File: config.mk
export PLATFORM = sky130hd
export DESIGN_NAME = cla_pipe_adder
export DESIGN_NICKNAME = d
export VERILOG_FILES = /design/src/rtl/cla_pipe_adder.sv
export SDC_FILE = /design/constraint.sdc
export NUM_CORES = 1
export LEC_CHECK = 0
export BUFFER_PORTS_ARGS = -buffer_cell sky130_fd_sc_hd__buf_2
export CORE_ASPECT_RATIO = 1.75
export CORE_MARGIN = 5
export CORE_UTILIZATION = 35
export CTS_BUF_LIST = sky130_fd_sc_hd__clkbuf_16
export CTS_CLUSTER_SIZE = 12
export DETAILED_ROUTE_END_ITERATION = 10
export PLACE_DENSITY = 0.59
export SLEW_MARGIN = 20
export SYNTH_ARGS = -nofsm -noshare
export SYNTH_HDL_FRONTEND = slang
export SYNTH_SLANG_ARGS = --single-unit
File: constraint.sdc
create_clock -name clk -period 4.28 [get_ports clk]
set_clock_uncertainty 0.2 [all_clocks]
set_input_delay 0.642 -clock clk [delete_from_list [all_inputs] [get_ports clk]]
set_output_delay 0.642 -clock clk [all_outputs]
set_load 0.01 [all_outputs]
File: src/rtl/cla_pipe_adder.sv
// Pipelined carry-look-ahead adder/subtractor, one GROUP-bit look-ahead group resolved per stage.
// Valid/ready flow control with per-stage ready so bubbles collapse under back-pressure.
module cla_pipe_adder #(
    parameter int unsigned WIDTH = 16,
    parameter int unsigned GROUP = 4
) (
    input  logic             clk,
    input  logic             rst,
    input  logic             in_valid,
    output logic             in_ready,
    input  logic [WIDTH-1:0] in_a,
    input  logic [WIDTH-1:0] in_b,
    input  logic             in_cin,
    input  logic             in_sub,
    output logic             out_valid,
    input  logic             out_ready,
    output logic [WIDTH-1:0] out_sum,
    output logic             out_cout,
    output logic             out_ovf
);

    localparam int unsigned NSTG = WIDTH / GROUP;

    generate
        if ((WIDTH % GROUP) != 0) begin : g_bad_param
            $error("cla_pipe_adder: WIDTH must be a multiple of GROUP");
        end
    endgenerate

    // Stage registers: stage k holds groups 0..k resolved and the carry into group k+1
    logic [NSTG-1:0]            v_q;
    logic [NSTG-1:0]            c_q;
    logic [NSTG-1:0]            am_q;
    logic [NSTG-1:0]            bm_q;
    logic [NSTG-1:0][WIDTH-1:0] a_q;
    logic [NSTG-1:0][WIDTH-1:0] b_q;
    logic [NSTG-1:0][WIDTH-1:0] s_q;
    logic                       ovf_q;

    // Per-stage sources (input beat for stage 0, previous stage otherwise)
    logic [NSTG-1:0]            src_v;
    logic [NSTG-1:0]            src_c;
    logic [NSTG-1:0]            src_am;
    logic [NSTG-1:0]            src_bm;
    logic [NSTG-1:0][WIDTH-1:0] src_a;
    logic [NSTG-1:0][WIDTH-1:0] src_b;
    logic [NSTG-1:0][WIDTH-1:0] src_s;
    logic [NSTG-1:0][WIDTH-1:0] nxt_s;
    logic [NSTG-1:0]            nxt_c;

    logic [WIDTH-1:0]           b_in;
    logic                       ci_in;
    logic [GROUP-1:0]           grp_p;
    logic [GROUP-1:0]           grp_g;
    logic [GROUP:0]             grp_c;
    logic [NSTG:0]              rdy;

    // Flat sum-of-products look-ahead: every carry is a direct function of p, g and ci
    function automatic logic [GROUP:0] cla_carry(input logic [GROUP-1:0] p,
                                                 input logic [GROUP-1:0] g,
                                                 input logic             ci);
        logic [GROUP:0] c;
        logic           t;
        c    = '0;
        c[0] = ci;
        for (int i = 1; i <= int'(GROUP); i++) begin
            t = ci;
            for (int m = 0; m < i; m++) t = t & p[m];
            c[i] = t;
            for (int j = 0; j < i; j++) begin
                t = g[j];
                for (int m = j + 1; m < i; m++) t = t & p[m];
                c[i] = c[i] | t;
            end
        end
        return c;
    endfunction

    always_comb begin
        b_in   = in_sub ? ~in_b : in_b;
        ci_in  = in_sub | in_cin;
        src_v  = '0;
        src_c  = '0;
        src_am = '0;
        src_bm = '0;
        src_a  = '0;
        src_b  = '0;
        src_s  = '0;
        nxt_s  = '0;
        nxt_c  = '0;
        grp_p  = '0;
        grp_g  = '0;
        grp_c  = '0;

        src_v[0]  = in_valid;
        src_c[0]  = ci_in;
        src_am[0] = in_a[WIDTH-1];
        src_bm[0] = b_in[WIDTH-1];
        src_a[0]  = in_a;
        src_b[0]  = b_in;
        for (int k = 1; k < int'(NSTG); k++) begin
            src_v[k]  = v_q[k-1];
            src_c[k]  = c_q[k-1];
            src_am[k] = am_q[k-1];
            src_bm[k] = bm_q[k-1];
            src_a[k]  = a_q[k-1];
            src_b[k]  = b_q[k-1];
            src_s[k]  = s_q[k-1];
        end

        for (int k = 0; k < int'(NSTG); k++) begin
            grp_p    = src_a[k][k*GROUP +: GROUP] ^ src_b[k][k*GROUP +: GROUP];
            grp_g    = src_a[k][k*GROUP +: GROUP] & src_b[k][k*GROUP +: GROUP];
            grp_c    = cla_carry(grp_p, grp_g, src_c[k]);
            nxt_s[k] = src_s[k];
            nxt_s[k][k*GROUP +: GROUP] = grp_p ^ grp_c[GROUP-1:0];
            nxt_c[k] = grp_c[GROUP];
        end
    end

    // A stage may load when it is empty or its successor is loading
    always_comb begin
        rdy       = '0;
        rdy[NSTG] = out_ready;
        for (int k = int'(NSTG) - 1; k >= 0; k--) begin
            rdy[k] = !v_q[k] | rdy[k+1];
        end
    end

    always_ff @(posedge clk) begin
        if (rst) begin
            v_q   <= '0;
            c_q   <= '0;
            am_q  <= '0;
            bm_q  <= '0;
            a_q   <= '0;
            b_q   <= '0;
            s_q   <= '0;
            ovf_q <= 1'b0;
        end else begin
            for (int k = 0; k < int'(NSTG); k++) begin
                if (rdy[k]) begin
                    v_q[k]  <= src_v[k];
                    c_q[k]  <= nxt_c[k];
                    am_q[k] <= src_am[k];
                    bm_q[k] <= src_bm[k];
                    a_q[k]  <= src_a[k];
                    b_q[k]  <= src_b[k];
                    s_q[k]  <= nxt_s[k];
                end
            end
            if (rdy[NSTG-1]) begin
                ovf_q <= (src_am[NSTG-1] == src_bm[NSTG-1]) &
                         (nxt_s[NSTG-1][WIDTH-1] != src_am[NSTG-1]);
            end
        end
    end

    assign in_ready  = rdy[0];
    assign out_valid = v_q[NSTG-1];
    assign out_sum   = s_q[NSTG-1];
    assign out_cout  = c_q[NSTG-1];
    assign out_ovf   = ovf_q;

endmodule

**Word level (Yosys, flattened, before mapping)**

Cells that the tools add are included.

- Word-level logic and storage cells: 131
- Input bits: 38
- Register bits: 151
- Output and inout bits: 20

- Multiplexer cells: 1
- Eq/ne operators: 2
- Reductions and logical operators: 4
- Bitwise logic cells: 99

Operators by type and width:

| kind | number |
|---|---|
| OR 1 bit | 45 |
| AND 1 bit | 41 |
| XOR 4 bit | 8 |
| AND 4 bit | 4 |
| two-way mux 16 bit | 1 |
| NOT 16 bit | 1 |
| zero test 1 bit | 4 |
| == test 1 bit | 1 |
| inequality test 1 bit | 1 |

**Logic depth before layout (Yosys ltp)**

- Depth in word-level cells: 11
- Depth in mapped cells: 9
- Mapped depth without buffers: 7

**Least setup slack after synthesis**

OpenSTA, ideal clock, no wires.

- Kind: input-to-reg
- From: in in_sub
- To: reg c_q[0]
- Path slack: 1.730 ns
- Required time: 3.941 ns
- Stages: 9
- Data arrival time: 2.211 ns
- Setup time: 0.139 ns
- Path buffers: 2
- Cells stage by stage: buf_2 -> buf_2 -> xor2_1 -> ha_1 -> ha_1 -> o211ai_1 -> a21oi_1 -> nor2_1 -> a211oi_2

- Word-level cells in the longest chain between the ends: 10
- Elaborated cells on any way between the ends: 18
- Classes of those cells: mux (1); bitwise (17)

RTL lines:

| item | line | text |
|---|---|---|
| start: declaration | 14 | `input logic in_sub,` |
| two-way mux 16 bit | 80 | `b_in = in_sub ? ~in_b : in_b;` |
| XOR 4 bit | 112 | `grp_p = src_a[k][k*GROUP +: GROUP] ^ src_b[k][k*GROUP +: GROUP];` |
| AND 1 bit (4 in a row) | 68 | `for (int m = 0; m < i; m++) t = t & p[m];` |
| OR 1 bit (3 in a row) | 73 | `c[i] = c[i] \| t;` |
| OR 1 bit * | 73 |  |
| end signal: indexed assignment | 144 | `c_q[k] <= nxt_c[k];` |
| end: declaration | 32 | `logic [NSTG-1:0] c_q;` |

Mark *: on every way between the ends. The rest lies on a longest branch, timed or not.
A chain may end at the register's enable or synchronous reset.

**Worst setup path in the final report**

- From: in out_ready
- To: out in_ready

- Word-level cells in the longest chain between the ends: 4

RTL lines:

| item | line | text |
|---|---|---|
| start: declaration | 16 | `input logic out_ready,` |
| OR 1 bit (4 in a row) | 126 | `rdy[k] = !v_q[k] \| rdy[k+1];` |
| end: declaration | 10 | `output logic in_ready,` |

Every way passes these cells.

==> impl_results.md <==
- Status: completed
- Critical Path AT: 1.98 ns
- P&R area growth vs syn: 16.40%
- Global route total overflow: 0
- Syn Area/Cell: 8.699 µm²
- Antenna-violating nets left: 0
- CP Class: in2out
- Cell Area, Synth: 4228 µm²
- Max Cap Viol: 0
- Clk root buf: clkbuf_16
- Post-CTS resize count: 0
- Die area: 14460 µm²
- Maximum vdd ir drop: 0.1754 mV
- Placeable Area: 11940 µm²
- Pwr Density: 446.2 nW/µm²
- Setup repair bufs after CTS: 0
- CTS tree: yes
- WL per Instance: 13.13 µm
- Most frequent cells in the layout: 131 x nand2_1, 97 x dfxtp_1, 71 x a21oi_1, 56 x buf_2, 23 x nor2_1
- Warnings, synthesis: 0
- Remaining DRCs: 0
- DRT Pass-1 Iters: 4
- Placed Cells: 652
- Hold Path Class: reg2reg
- Max transition margin: 46.79%
- Post-synth ARST share: 0%
- Period minus WS final: 2.822 ns
- Initial Util: 35.42%
- Drt initial violations: 131
- Clock sink count: 97
- Main synth FF type: dfxtp_1
- Detailed placement HPWL: 6450 µm
- P_leak: 2.070 nW
- Worst EP required: 3.44 ns
- Final setup viols: 0
- Buffers on Ports: 57
- Fin. Hold Viols: 0
- Core Rows: 53
- Chip Width: 93.08 µm
- Worst-Skew Late Latency: 0.34 ns
- Flops & latches, synth: 97
- Reg clk slew, reported paths: 0.06 ns
- Largest net degree at the start of global routing: 62
- Crit-path max FO: 41
- Final Max Tran Viols: 0
- Post-synth net total: 548
- Mapped Cells: 486
- Slew at the pin with the worst max-slew slack: 0.7962 ns
- Die height: 155.4 µm
- CTS Buf Count: 9
- GRT Total Usage: 12.92%
- Final Cycle Share: 65.93%
- # hold bufs at CTS: 0
- Fmax: 354.4 MHz
- Final nets: 588
- Number of global-route vias before repair: 3145
- Unique masters post-synth: 40
- # diodes: 0
- Commonest non-fill, non-tap cell in the layout: nand2_1
- Initial antenna violation count: 0
- Endpoint type of the worst setup path: output pin
- Post-route cell area: 4921 µm²
- Ports: 58
- Post-Route Utilization: 41.23%
- Vias: 3205
- DP Area: 4538 µm²
- First-pass GRT wire length: 15020 µm
- Clock Tree Buf Depth: 2
- H-Tree Depth: 3
- Setup crit start kind: primary input
- Layout cells sized above 1: 19.77%
- Sequential share of the synthesized area: 45.93%
- Drt via density: 4.798
- RSZ-0062 raised after global routing: false
- Gpl congestion: 0.7758
- Setup_tns: 0 ns
- Number of fill cells: 1232
- Final wirelength: 8772 µm
- Non-filler cells, final: 668
- Post-synth EDFFs: 0
## sequential cells by signal, indices dropped and copies added, names as in the netlist
register / flops
nxt_s: 24
a_q: 21
b_q: 21
out_sum: 16
c_q: 4
v_q: 4
am_q: 3
bm_q: 3
out_ovf: 1
## synth_stat cells, types with 3 or more instances
| cell type | number | area [µm²] |
|---|---|---|
| clkbuf_1 | 20 | 75.07 |
| nor2_2 | 10 | 62.56 |
| nor2_1 | 23 | 86.33 |
| o31ai_1 | 3 | 22.52 |
| dfxtp_1 | 97 | 1942 |
| a21oi_1 | 71 | 355.3 |
| buf_2 | 7 | 35.03 |
| a211oi_1 | 6 | 45.04 |
| nand2_1 | 131 | 491.7 |
| fa_1 | 4 | 80.08 |
| ha_1 | 20 | 250.2 |
| inv_1 | 10 | 37.54 |
| a211oi_2 | 14 | 175.2 |
| o21ai_0 | 3 | 15.01 |
| buf_6 | 5 | 56.30 |
| nand2b_1 | 3 | 18.77 |
| xor2_1 | 5 | 43.79 |
| o211ai_1 | 3 | 22.52 |
| nand3_1 | 7 | 35.03 |
| xnor2_1 | 19 | 166.4 |
## power breakdown
part | total (W) | switching [W] | internal (W)
registers | 0.000994 | 0.0000345 | 0.000960
clock network | 0.00101 | 0.000329 | 0.000685
logic | 0.000188 | 0.0000985 | 0.0000892
## layout make-up
type | instances | area (µm²) | share of cell area, %
multi-input combinational | 345 | 2051 | 41.67
sequential | 97 | 1942 | 39.46
timing repair buffer | 62 | 325.3 | 6.611
clock buffer | 9 | 225.2 | 4.577
tap | 137 | 171.4 | 3.483
clock inverter | 7 | 157.7 | 3.204
inverter | 11 | 48.80 | 0.9916
## metrics by stage
stage | hold WS [ns] | setup WS (ns) | total power [W]
global route | 0.2680 | 1.363 | 0.002293
detailed placement | 0.2419 | 1.451 | 0.001204
finish | 0.2455 | 1.458 | 0.002196
CTS | 0.2510 | 1.434 | 0.002220
global placement | 0.2377 | 1.461 | 0.001199
floorplan | 0.2319 | 1.730 | 0.001141
## cells by family (layout without fill, tap and decap cells)
kind of cell    after synthesis  in the layout  share of synthesized area, %
simple gates                188            188                         18.91
compound gates              109            109                         16.81
flops                        97             97                         45.93
buf+inv                      44             89                         5.564
fa+ha+maj                    24             24                         7.813
xor+xnor                     24             24                         4.972
## worst max-delay path: stages
cell and delay (ns):
buf_2 0.12, and4b_1 0.24, buf_4 0.26, and2_4 0.35
inv_8 0.15, buf_2 0.18
## routing by layer
metal	share of wire, %	track usage, %	vias up
met5	0	0	-
met4	2.3	6.289	0
met3	2.9	2.225	13
met2	52	22.38	48
met1	43	15.24	1445
li1	-	-	1699
## final timing paths
kind | slack [ns] | from | cells past startpoint | end
setup / recovery | 1.46 | out_ready | 6 | in_ready
hold / removal | 0.25 | out_sum[13]$_SDFFE_PP0P_ | 2 | out_sum[13]$_SDFFE_PP0P_
setup reg to reg | 2.22 | v_q[3]$_SDFFE_PP0P_ | 5 | nxt_s[37]$_SDFFE_PP0P_
hold reg to reg | 0.25 | out_sum[13]$_SDFFE_PP0P_ | 2 | out_sum[13]$_SDFFE_PP0P_
Note: power is estimated with default switching activity, not from simulation.
